===== config.mk =====
export PLATFORM = sky130hd
export DESIGN_NAME = layer_compositor_flat
export DESIGN_NICKNAME = d
export VERILOG_FILES = /design/src/rtl/layer_compositor_pkg.sv /design/src/rtl/layer_compositor_if.sv /design/src/rtl/layer_compositor_flash_controller.sv /design/src/rtl/layer_compositor.sv /design/src/flat_wrapper.sv
export SDC_FILE = /design/constraint.sdc
export NUM_CORES = 1
export LEC_CHECK = 0
export ABC_AREA = 0
export BUFFER_PORTS_ARGS = -buffer_cell sky130_fd_sc_hd__buf_4
export CAP_MARGIN = 5
export CORE_AREA = 2 2 81 142
export CTS_CLUSTER_DIAMETER = 60
export CTS_CLUSTER_SIZE = 25
export DETAILED_ROUTE_END_ITERATION = 12
export DIE_AREA = 0 0 83 144
export GPL_TIMING_DRIVEN = 0
export PLACE_DENSITY = 0.65
export SLEW_MARGIN = 15
export SYNTH_ARGS = -nofsm -noshare
export SYNTH_HDL_FRONTEND = slang
export SYNTH_SLANG_ARGS = --single-unit

===== constraint.sdc =====
create_clock -name clk_in -period 1.9 [get_ports clk_in]
set_input_delay 0.285 -clock clk_in [delete_from_list [all_inputs] [get_ports clk_in]]
set_output_delay 0.285 -clock clk_in [all_outputs]
set_load 0.01 [all_outputs]

===== src/rtl/layer_compositor_pkg.sv =====
// ---------------------------------------------------------------------------
// layer_compositor_pkg
// Shared types and helpers for the layer compositor:
//   pixel_t           - packed RGB888 pixel, R in [23:16], G in [15:8], B in [7:0]
//   flash_state_t     - collision-flash FSM states
//   src_t             - which source won the per-pixel priority select
//   is_frame_boundary - first blanking cycle after the last active line
//   blend_pixel       - translucent wall over camera, per channel
//   tint_pixel        - 50/50 mix with a tint colour, per channel
// ---------------------------------------------------------------------------
package layer_compositor_pkg;

    typedef logic [23:0] pixel_t;

    typedef enum logic [0:0] {
        IDLE  = 1'b0,
        FLASH = 1'b1
    } flash_state_t;

    // The frame boundary is a single cycle: column 0 of the first line below
    // the active area.
    function automatic logic is_frame_boundary(
        input logic [10:0] hcount,
        input logic [9:0]  vcount,
        input logic [9:0]  active_lines
    );
        return (hcount == 11'd0) && (vcount == active_lines);
    endfunction

    // ((2^s - 1) * w + p) >> s. The worst case (s = 3, both 8'hFF) is 2040,
    // so 11 bits always holds the sum. A shift of zero means an opaque wall.
    function automatic logic [7:0] blend_channel(
        input logic [7:0] w,
        input logic [7:0] p,
        input logic [1:0] shift
    );
        logic [10:0] acc;
        acc = ({3'b000, w} << shift) - {3'b000, w} + {3'b000, p};
        if (shift == 2'd0) begin
            return w;
        end else begin
            return 8'(acc >> shift);
        end
    endfunction

    function automatic pixel_t blend_pixel(
        input pixel_t     wall,
        input pixel_t     cam,
        input logic [1:0] shift
    );
        pixel_t res;
        res = 24'h000000;
        for (int c = 0; c < 3; c++) begin
            res[c*8 +: 8] = blend_channel(wall[c*8 +: 8], cam[c*8 +: 8], shift);
        end
        return res;
    endfunction

    // Halving both operands first keeps the sum within 8 bits (max 8'hFE).
    function automatic logic [7:0] tint_channel(
        input logic [7:0] p,
        input logic [7:0] c
    );
        return (p >> 3'd1) + (c >> 3'd1);
    endfunction

    function automatic pixel_t tint_pixel(
        input pixel_t p,
        input pixel_t tint
    );
        pixel_t res;
        res = 24'h000000;
        for (int c = 0; c < 3; c++) begin
            res[c*8 +: 8] = tint_channel(p[c*8 +: 8], tint[c*8 +: 8]);
        end
        return res;
    endfunction

endpackage


===== src/rtl/layer_compositor_if.sv =====
// ---------------------------------------------------------------------------
// layer_compositor_if
// Pixel-stream bundle between the wall/collision renderer (master) and the
// compositor (slave).
//   hcount_in / vcount_in      - raster position of the incoming pixel
//   layer_valid_in             - per-overlay coverage flag, index 0 wins
//   layer_pixel_in             - overlay i occupies bits [i*24 +: 24]
//   is_wall_in / is_collision_in - renderer masks
//   pixel_in                   - camera pixel
//   pixel_out, hcount_out, vcount_out - composited pixel and aligned position
//   flashing_out               - collision flash active
//   collision_frame_out        - one-cycle pulse after a frame with a collision
// ---------------------------------------------------------------------------
interface layer_compositor_if #(
    parameter int NUM_LAYERS = 4
);
    logic [10:0]              hcount_in;
    logic [9:0]               vcount_in;
    logic [NUM_LAYERS-1:0]    layer_valid_in;
    logic [NUM_LAYERS*24-1:0] layer_pixel_in;
    logic                     is_wall_in;
    logic                     is_collision_in;
    logic [23:0]              pixel_in;
    logic [23:0]              pixel_out;
    logic [10:0]              hcount_out;
    logic [9:0]               vcount_out;
    logic                     flashing_out;
    logic                     collision_frame_out;

    modport master (
        output hcount_in, vcount_in, layer_valid_in, layer_pixel_in,
               is_wall_in, is_collision_in, pixel_in,
        input  pixel_out, hcount_out, vcount_out, flashing_out, collision_frame_out
    );

    modport slave (
        input  hcount_in, vcount_in, layer_valid_in, layer_pixel_in,
               is_wall_in, is_collision_in, pixel_in,
        output pixel_out, hcount_out, vcount_out, flashing_out, collision_frame_out
    );
endinterface


===== src/rtl/layer_compositor_flash_controller.sv =====
// ---------------------------------------------------------------------------
// flash_controller
// Frame-level collision flash. Remembers whether the current frame contained
// a collision pixel and, at each frame boundary, starts, restarts, advances
// or ends the flash. The blink phase toggles every BLINK_FRAMES frames.
//   clk, rst_n        - pixel clock, synchronous active-low reset
//   hcount, vcount    - raster position of the pixel entering the pipeline
//   active, collision - pixel is in the active area / collision mask
//   flashing          - FSM is in FLASH (registered)
//   phase_on          - tint enabled for pixels entering the pipeline
//   frame_pulse       - one cycle, the cycle after a boundary ending a
//                       frame that contained a collision
// ---------------------------------------------------------------------------
module flash_controller
    import layer_compositor_pkg::*;
#(
    parameter int ACTIVE_LINES = 720,
    parameter int FLASH_FRAMES = 30,
    parameter int BLINK_FRAMES = 4
) (
    input  logic        clk,
    input  logic        rst_n,
    input  logic [10:0] hcount,
    input  logic [9:0]  vcount,
    input  logic        active,
    input  logic        collision,
    output logic        flashing,
    output logic        phase_on,
    output logic        frame_pulse
);
    localparam int FW = $clog2(FLASH_FRAMES + 1);
    localparam int BW = $clog2(BLINK_FRAMES + 1);
    localparam logic [FW-1:0] FRAME_LAST = FW'(FLASH_FRAMES - 1);
    localparam logic [FW-1:0] FRAME_ONE  = FW'(1);
    localparam logic [BW-1:0] BLINK_LAST = BW'(BLINK_FRAMES - 1);
    localparam logic [BW-1:0] BLINK_ONE  = BW'(1);
    localparam logic [9:0]    LINES      = 10'(ACTIVE_LINES);

    flash_state_t   state_r,     state_s;
    logic [FW-1:0]  frame_cnt_r, frame_cnt_s;
    logic [BW-1:0]  blink_cnt_r, blink_cnt_s;
    logic           phase_on_r,  phase_on_s;
    logic           pulse_r,     pulse_s;
    logic           flashing_r,  flashing_s;
    logic           seen_r,      seen_s;
    logic           boundary_s;

    // Next-state logic for the FSM, counters and collision_seen flag.
    always_comb begin
        boundary_s  = is_frame_boundary(hcount, vcount, LINES);
        state_s     = state_r;
        frame_cnt_s = frame_cnt_r;
        blink_cnt_s = blink_cnt_r;
        phase_on_s  = phase_on_r;
        pulse_s     = 1'b0;

        // The boundary cycle itself is never active, so clearing wins safely.
        if (boundary_s) begin
            seen_s = 1'b0;
        end else begin
            seen_s = seen_r | (active & collision);
        end

        case (state_r)
            IDLE: begin
                if (boundary_s && seen_r) begin
                    state_s     = FLASH;
                    frame_cnt_s = '0;
                    blink_cnt_s = '0;
                    phase_on_s  = 1'b1;
                    pulse_s     = 1'b1;
                end else begin
                    phase_on_s  = 1'b0;
                end
            end
            FLASH: begin
                if (boundary_s && seen_r) begin
                    // A new collision restarts the whole effect.
                    frame_cnt_s = '0;
                    blink_cnt_s = '0;
                    phase_on_s  = 1'b1;
                    pulse_s     = 1'b1;
                end else if (boundary_s && (frame_cnt_r == FRAME_LAST)) begin
                    state_s     = IDLE;
                    frame_cnt_s = '0;
                    blink_cnt_s = '0;
                    phase_on_s  = 1'b0;
                end else if (boundary_s) begin
                    frame_cnt_s = frame_cnt_r + FRAME_ONE;
                    if (blink_cnt_r == BLINK_LAST) begin
                        blink_cnt_s = '0;
                        phase_on_s  = ~phase_on_r;
                    end else begin
                        blink_cnt_s = blink_cnt_r + BLINK_ONE;
                    end
                end else begin
                    state_s = FLASH;
                end
            end
            default: begin
                state_s     = IDLE;
                frame_cnt_s = '0;
                blink_cnt_s = '0;
                phase_on_s  = 1'b0;
            end
        endcase

        flashing_s = (state_s == FLASH);
    end

    // State, counter and output registers.
    always_ff @(posedge clk) begin
        if (!rst_n) begin
            state_r     <= IDLE;
            frame_cnt_r <= '0;
            blink_cnt_r <= '0;
            phase_on_r  <= 1'b0;
            pulse_r     <= 1'b0;
            flashing_r  <= 1'b0;
            seen_r      <= 1'b0;
        end else begin
            state_r     <= state_s;
            frame_cnt_r <= frame_cnt_s;
            blink_cnt_r <= blink_cnt_s;
            phase_on_r  <= phase_on_s;
            pulse_r     <= pulse_s;
            flashing_r  <= flashing_s;
            seen_r      <= seen_s;
        end
    end

    assign flashing    = flashing_r;
    assign phase_on    = phase_on_r;
    assign frame_pulse = pulse_r;

endmodule


===== src/rtl/layer_compositor.sv =====
// ---------------------------------------------------------------------------
// layer_compositor
// Two-stage pixel compositor. Stage 1 registers the priority winner
// (overlay > collision > wall > camera); stage 2 applies wall translucency
// and the collision-flash tint, blanks non-active pixels and registers the
// result. hcount/vcount travel alongside so they leave aligned.
//   clk_in    - pixel clock
//   rst_n_in  - synchronous active-low reset
//   lc        - pixel stream bundle (slave side)
// ---------------------------------------------------------------------------
module layer_compositor
    import layer_compositor_pkg::*;
#(
    parameter int     ACTIVE_H_PIXELS  = 1280,
    parameter int     ACTIVE_LINES     = 720,
    parameter int     NUM_LAYERS       = 4,
    parameter pixel_t COLLISION_COLOR  = 24'h800000,
    parameter pixel_t WALL_COLOR       = 24'hFF0080,
    parameter int     WALL_ALPHA_SHIFT = 0,
    parameter int     FLASH_FRAMES     = 30,
    parameter int     BLINK_FRAMES     = 4
) (
    input logic              clk_in,
    input logic              rst_n_in,
    layer_compositor_if.slave lc
);
    localparam logic [1:0] ALPHA_SHIFT = 2'(WALL_ALPHA_SHIFT);

    logic        active_s;
    logic        layer_hit_s;
    pixel_t      layer_pix_s;
    pixel_t      sel_pix_s;
    logic        sel_wall_s;
    logic        sel_tintable_s;
    logic        phase_on_s;
    logic        flashing_s;
    logic        frame_pulse_s;

    logic        s1_active_r;
    pixel_t      s1_pix_r;
    logic        s1_wall_r;
    logic        s1_tint_r;
    logic [10:0] s1_hcount_r;
    logic [9:0]  s1_vcount_r;

    pixel_t      base_s;
    pixel_t      final_s;

    assign active_s = (lc.hcount_in < 11'(ACTIVE_H_PIXELS)) &&
                      (lc.vcount_in < 10'(ACTIVE_LINES));

    // Lowest-index covered overlay; scanning downward lets index 0 overwrite.
    always_comb begin
        layer_hit_s = 1'b0;
        layer_pix_s = 24'h000000;
        for (int i = NUM_LAYERS - 1; i >= 0; i--) begin
            layer_pix_s = lc.layer_valid_in[i] ? lc.layer_pixel_in[i*24 +: 24] : layer_pix_s;
            layer_hit_s = layer_hit_s | lc.layer_valid_in[i];
        end
    end

    // Priority select. For a wall the camera pixel is carried so stage 2 can
    // blend it; only wall and camera results may later be tinted.
    always_comb begin
        sel_pix_s      = lc.pixel_in;
        sel_wall_s     = 1'b0;
        sel_tintable_s = 1'b0;
        if (layer_hit_s) begin
            sel_pix_s = layer_pix_s;
        end else if (lc.is_collision_in) begin
            sel_pix_s = COLLISION_COLOR;
        end else if (lc.is_wall_in) begin
            sel_wall_s     = 1'b1;
            sel_tintable_s = 1'b1;
        end else begin
            sel_tintable_s = 1'b1;
        end
    end

    flash_controller #(
        .ACTIVE_LINES (ACTIVE_LINES),
        .FLASH_FRAMES (FLASH_FRAMES),
        .BLINK_FRAMES (BLINK_FRAMES)
    ) u_flash (
        .clk         (clk_in),
        .rst_n       (rst_n_in),
        .hcount      (lc.hcount_in),
        .vcount      (lc.vcount_in),
        .active      (active_s),
        .collision   (lc.is_collision_in),
        .flashing    (flashing_s),
        .phase_on    (phase_on_s),
        .frame_pulse (frame_pulse_s)
    );

    // Stage 1 pipeline register; the tint decision samples the phase here so
    // a phase change takes effect on the pixel after the boundary.
    always_ff @(posedge clk_in) begin
        if (!rst_n_in) begin
            s1_active_r <= 1'b0;
            s1_pix_r    <= 24'h000000;
            s1_wall_r   <= 1'b0;
            s1_tint_r   <= 1'b0;
            s1_hcount_r <= 11'd0;
            s1_vcount_r <= 10'd0;
        end else begin
            s1_active_r <= active_s;
            s1_pix_r    <= sel_pix_s;
            s1_wall_r   <= sel_wall_s;
            s1_tint_r   <= sel_tintable_s & phase_on_s;
            s1_hcount_r <= lc.hcount_in;
            s1_vcount_r <= lc.vcount_in;
        end
    end

    // Stage 2 blend, tint and blanking.
    always_comb begin
        base_s  = s1_wall_r ? blend_pixel(WALL_COLOR, s1_pix_r, ALPHA_SHIFT) : s1_pix_r;
        final_s = s1_tint_r ? tint_pixel(base_s, COLLISION_COLOR) : base_s;
        if (!s1_active_r) begin
            final_s = 24'h000000;
        end else begin
            final_s = final_s;
        end
    end

    // Stage 2 output register.
    always_ff @(posedge clk_in) begin
        if (!rst_n_in) begin
            lc.pixel_out  <= 24'h000000;
            lc.hcount_out <= 11'd0;
            lc.vcount_out <= 10'd0;
        end else begin
            lc.pixel_out  <= final_s;
            lc.hcount_out <= s1_hcount_r;
            lc.vcount_out <= s1_vcount_r;
        end
    end

    assign lc.flashing_out        = flashing_s;
    assign lc.collision_frame_out = frame_pulse_s;

endmodule

===== src/flat_wrapper.sv =====
// flat-port wrapper written by rule: the top's interface ports become plain ports
module layer_compositor_flat import layer_compositor_pkg::*;
#(
    parameter int     ACTIVE_H_PIXELS  = 1280,
    parameter int     ACTIVE_LINES     = 720,
    parameter int     NUM_LAYERS       = 4,
    parameter pixel_t COLLISION_COLOR  = 24'h800000,
    parameter pixel_t WALL_COLOR       = 24'hFF0080,
    parameter int     WALL_ALPHA_SHIFT = 0,
    parameter int     FLASH_FRAMES     = 30,
    parameter int     BLINK_FRAMES     = 4
)
  (clk_in, rst_n_in, lc_hcount_in, lc_vcount_in, lc_layer_valid_in, lc_layer_pixel_in, lc_is_wall_in, lc_is_collision_in, lc_pixel_in, lc_pixel_out, lc_hcount_out, lc_vcount_out, lc_flashing_out, lc_collision_frame_out);
  layer_compositor_if #(.NUM_LAYERS(NUM_LAYERS)) lc_i ();
  input logic clk_in;
  input logic rst_n_in;
  input wire logic [$bits(lc_i.hcount_in)-1:0] lc_hcount_in;
  input wire logic [$bits(lc_i.vcount_in)-1:0] lc_vcount_in;
  input wire logic [$bits(lc_i.layer_valid_in)-1:0] lc_layer_valid_in;
  input wire logic [$bits(lc_i.layer_pixel_in)-1:0] lc_layer_pixel_in;
  input wire logic [$bits(lc_i.is_wall_in)-1:0] lc_is_wall_in;
  input wire logic [$bits(lc_i.is_collision_in)-1:0] lc_is_collision_in;
  input wire logic [$bits(lc_i.pixel_in)-1:0] lc_pixel_in;
  output wire logic [$bits(lc_i.pixel_out)-1:0] lc_pixel_out;
  output wire logic [$bits(lc_i.hcount_out)-1:0] lc_hcount_out;
  output wire logic [$bits(lc_i.vcount_out)-1:0] lc_vcount_out;
  output wire logic [$bits(lc_i.flashing_out)-1:0] lc_flashing_out;
  output wire logic [$bits(lc_i.collision_frame_out)-1:0] lc_collision_frame_out;
  assign lc_i.hcount_in = lc_hcount_in;
  assign lc_i.vcount_in = lc_vcount_in;
  assign lc_i.layer_valid_in = lc_layer_valid_in;
  assign lc_i.layer_pixel_in = lc_layer_pixel_in;
  assign lc_i.is_wall_in = lc_is_wall_in;
  assign lc_i.is_collision_in = lc_is_collision_in;
  assign lc_i.pixel_in = lc_pixel_in;
  assign lc_pixel_out = lc_i.pixel_out;
  assign lc_hcount_out = lc_i.hcount_out;
  assign lc_vcount_out = lc_i.vcount_out;
  assign lc_flashing_out = lc_i.flashing_out;
  assign lc_collision_frame_out = lc_i.collision_frame_out;
  layer_compositor #(.ACTIVE_H_PIXELS(ACTIVE_H_PIXELS), .ACTIVE_LINES(ACTIVE_LINES), .NUM_LAYERS(NUM_LAYERS), .COLLISION_COLOR(COLLISION_COLOR), .WALL_COLOR(WALL_COLOR), .WALL_ALPHA_SHIFT(WALL_ALPHA_SHIFT), .FLASH_FRAMES(FLASH_FRAMES), .BLINK_FRAMES(BLINK_FRAMES)) u_core (.clk_in(clk_in), .rst_n_in(rst_n_in), .lc(lc_i));
endmodule

==> flow_metrics.tcl <==
set metrics [dict create \
    leakage_uw 0.00259 \
    boundaryPins 196 \
    fp-row-count 51 \
    post-route-drc-count 0 \
    relSlewSlack 0.580 \
    switching_power_uw 1060 \
    yosysSeqAreaShare 0.508 \
    avgRoutedWirePerCell_um 14.6 \
    clk-insertion-delay-late_ns 0.34 \
    grtUsageTotal 0.197 \
    synth-edff-count 0 \
    p_int_uw 3750 \
    ys_async_sr_fraction 0 \
    initial_utilization 0.379 \
    rr_worst_depth 4 \
    clock-root-buffer "clkbuf_16" \
    grt_pass1_wl_um 19000 \
    antenna_found_initial 0 \
    worstSetupPathType "in2reg" \
    slew_viol_final 0 \
    hold_path_end "u_core.s1_pix_r[18]$_SDFF_PN0_" \
    syn_avg_cell_area_sq_um 9.17 \
    swShare 0.221 \
    core_sq_um 10900 \
    clk_pin_slew_worst_paths_ns 0.07 \
    layout_commonest_cell "buf_4" \
    cts.sinks 105 \
    cts.path.max_buffers 2 \
    comb_power_share 0.125 \
    cp_max_fo 8 \
    hold_slack_ns 0.139 \
    place.gp.congestion 0.854 \
    holdPathStages 3 \
    hold_path.class "in2reg" \
    fin_crit_ns 1.76 \
    p_clk_frac 0.392 \
    netlist_area_sq_um 4140 \
    clock-skew-final_ns 0.00968 \
    maxClockFrequency_mhz 569 \
    cts-htree-levels 3 \
    hp-start "lc_pixel_in[18]" \
    nets 808 \
    hold_buffers 0 \
    drtAntennaViolNets 0 \
    synth_cell_types 45 \
    worst_slew_pin_slew_ns 0.626 \
    powerDensity_nw_per_um2 792 \
    drtIter0Drc 88 \
    overflow 0 \
    wl_um 11600 \
    grt_pass1_vias 4126 \
    antenna_cells 0 \
    start_kind "input port" \
    cts_buffers 9 \
    reg2reg_slack_ns 0.27 \
    pre_cts_slack_ns -0.478 \
    crit_arrival_ns 2.01 \
    firstDrtPassIters 5 \
    grt_max_degree 18 \
    synth_top_area_frac 0.508 \
    layout_setup_ws_ns 0.143 \
    ys.flop_type "dfxtp_1" \
    syn_inst 451 \
    die-area_sq_um 12000 \
    use_met1 0.191 \
    fin_cells 793 \
    critPathRequiredTime_ns 2.16 \
    synth.largest_area_cell "dfxtp_1" \
    synth.net_count 603 \
    yosysWarnings 0 \
    ys_seq_elements 105 \
    grt_busiest_layer "met2" \
    fin_crit_sh 0.925 \
    grt_setup_unrepaired "no" \
    num_vias 3919 \
    layout_common_cells "194 x buf_4, 105 x dfxtp_1, 44 x and2_1" \
    finalSetupViolCount 0 \
    grt_use_met3 0.0559 \
    r2r_end "u_core.lc.pixel_out[14]$_SDFF_PN0_" \
    ir_worst_vdd_uv 784 \
    drive_above_1_share 0.337 \
    die_x_um 83 \
    reg2reg_from "u_core.s1_tint_r$_SDFF_PN0_" \
    fillCellCount 987 \
    die_h_um 144 \
    ys_top_cells_by_area "dfxtp_1 51%, and2_1 6.7%, a221oi_1 4.9%, nor2b_1 4.5%, a21oi_1 3.5%" \
    cts_tree "yes" \
    hold_viol 0 \
    seq_power_share 0.483 \
    end_kind "flip-flop" \
    area_delta_synth_final_pct 47.0 \
    cap_violations 0 \
    vias_per_cell 4.94 \
    outcome "finished, final reports clean" \
    grt_use_met2 0.390 \
    dpl.cell_count 777 \
    post-dp-hpwl_um 9900 \
    port_buffers 194 \
]
-- Yosys cell counts, types with 2 or more instances --
library cell / count
dfxtp_1: 105
and2_1: 44
nand2_1: 33
nor2_1: 33
nor2b_1: 30
a21oi_1: 29
o21ai_0: 27
clkbuf_1: 26
nor3_1: 25
a221oi_1: 23
mux2i_1: 13
a211oi_1: 7
inv_1: 5
nand3_1: 4
xnor2_1: 4
buf_2: 3
ha_1: 3
nor4_1: 3
a31oi_1: 2
and3_1: 2
buf_1: 2
nand3b_1: 2
nor4b_1: 2
o21ai_1: 2
o22ai_1: 2
-- timing repair --
action,4_1_cts,5_1_grt
gates resized for setup,2,0
setup endpoints to repair,8,0
buffers inserted,0,0
-- worst max-delay path by stage --
stage                          startpoint                                    endpoint  slack (ns)  cells after the start
after floorplan           lc_hcount_in[4]  u_core.u_flash.frame_cnt_r[1]$_SDFFE_PN0P_        0.18                      6
after global placement    lc_hcount_in[3]  u_core.u_flash.blink_cnt_r[2]$_SDFFE_PN0P_       -0.48                      7
after detailed placement  lc_hcount_in[3]  u_core.u_flash.blink_cnt_r[2]$_SDFFE_PN0P_       -0.48                      7
after CTS                 lc_hcount_in[3]  u_core.u_flash.frame_cnt_r[1]$_SDFFE_PN0P_        0.16                      7
after global routing      lc_hcount_in[3]  u_core.u_flash.frame_cnt_r[1]$_SDFFE_PN0P_        0.08                      7
final                     lc_hcount_in[3]  u_core.u_flash.frame_cnt_r[1]$_SDFFE_PN0P_        0.14                      7
-- per-layer routing --
| layer | wire [um] | up-vias |
|---|---|---|
| met3 | 829 | 21 |
| met5 | 0 | - |
| li1 | - | 1980 |
| met4 | 249 | 0 |
| met1 | 3950 | 1738 |
| met2 | 6560 | 180 |
-- final cells by class --
class | count | area, sq um | area share
Clock inverter | 4 | 57.6 | 0.00947
Buffer | 32 | 131 | 0.0216
Clock buffer | 12 | 256 | 0.0422
Multi-Input combinational cell | 309 | 1890 | 0.311
Tap cell | 132 | 165 | 0.0272
Inverter | 5 | 18.8 | 0.00309
Sequential cell | 105 | 2100 | 0.346
Timing Repair Buffer | 194 | 1460 | 0.240
-- flip-flops by register name, indices dropped and copies added, names as in the netlist, 3 cells and up --
register	cells
u_core.lc.hcount_out	11
u_core.lc.pixel_out	24
u_core.lc.vcount_out	10
u_core.s1_hcount_r	11
u_core.s1_pix_r	24
u_core.s1_vcount_r	10
u_core.u_flash.blink_cnt_r	3
u_core.u_flash.frame_cnt_r	5
-- cells by family (layout without fill, tap and decap cells) --
kind of cell,Yosys count,in the layout,share of synthesized area
mux,13,13,0.0315
buf+inv,37,247,0.0363
fa+ha+maj,3,3,0.00908
simple gates,190,190,0.252
compound gates,99,99,0.154
flops,105,105,0.508
xor+xnor,4,4,0.00847
-- metrics by stage --
step	instance area [sq um]	utilization	TNS [ns]	power, uW
floorplan	4140	-	0	2610
global placement	5760	0.528	-3.87	2970
detailed placement	5760	0.528	-4.28	2980
CTS	6080	0.557	0	4860
global route	6080	0.557	0	5020
finish	6080	0.557	0	4810
-- worst max-delay path, stage by stage --
cell and delay [ns]:
buf_4 0.11, nor4_2 0.41, nand3_1 0.23, or2_1 0.28
buf_6 0.14, or3_4 0.36, o32ai_2 0.19
-- power groups by stage --
stage                     clock network, uW  logic, uW  registers, uW
after detailed placement                  0        603           2380
after global placement                    0        593           2370
after CTS                              1930        605           2330
after floorplan                           0        234           2380
final                                  1890        599           2330
after global routing                   2020        665           2340
(Power assumes the default switching activity.)
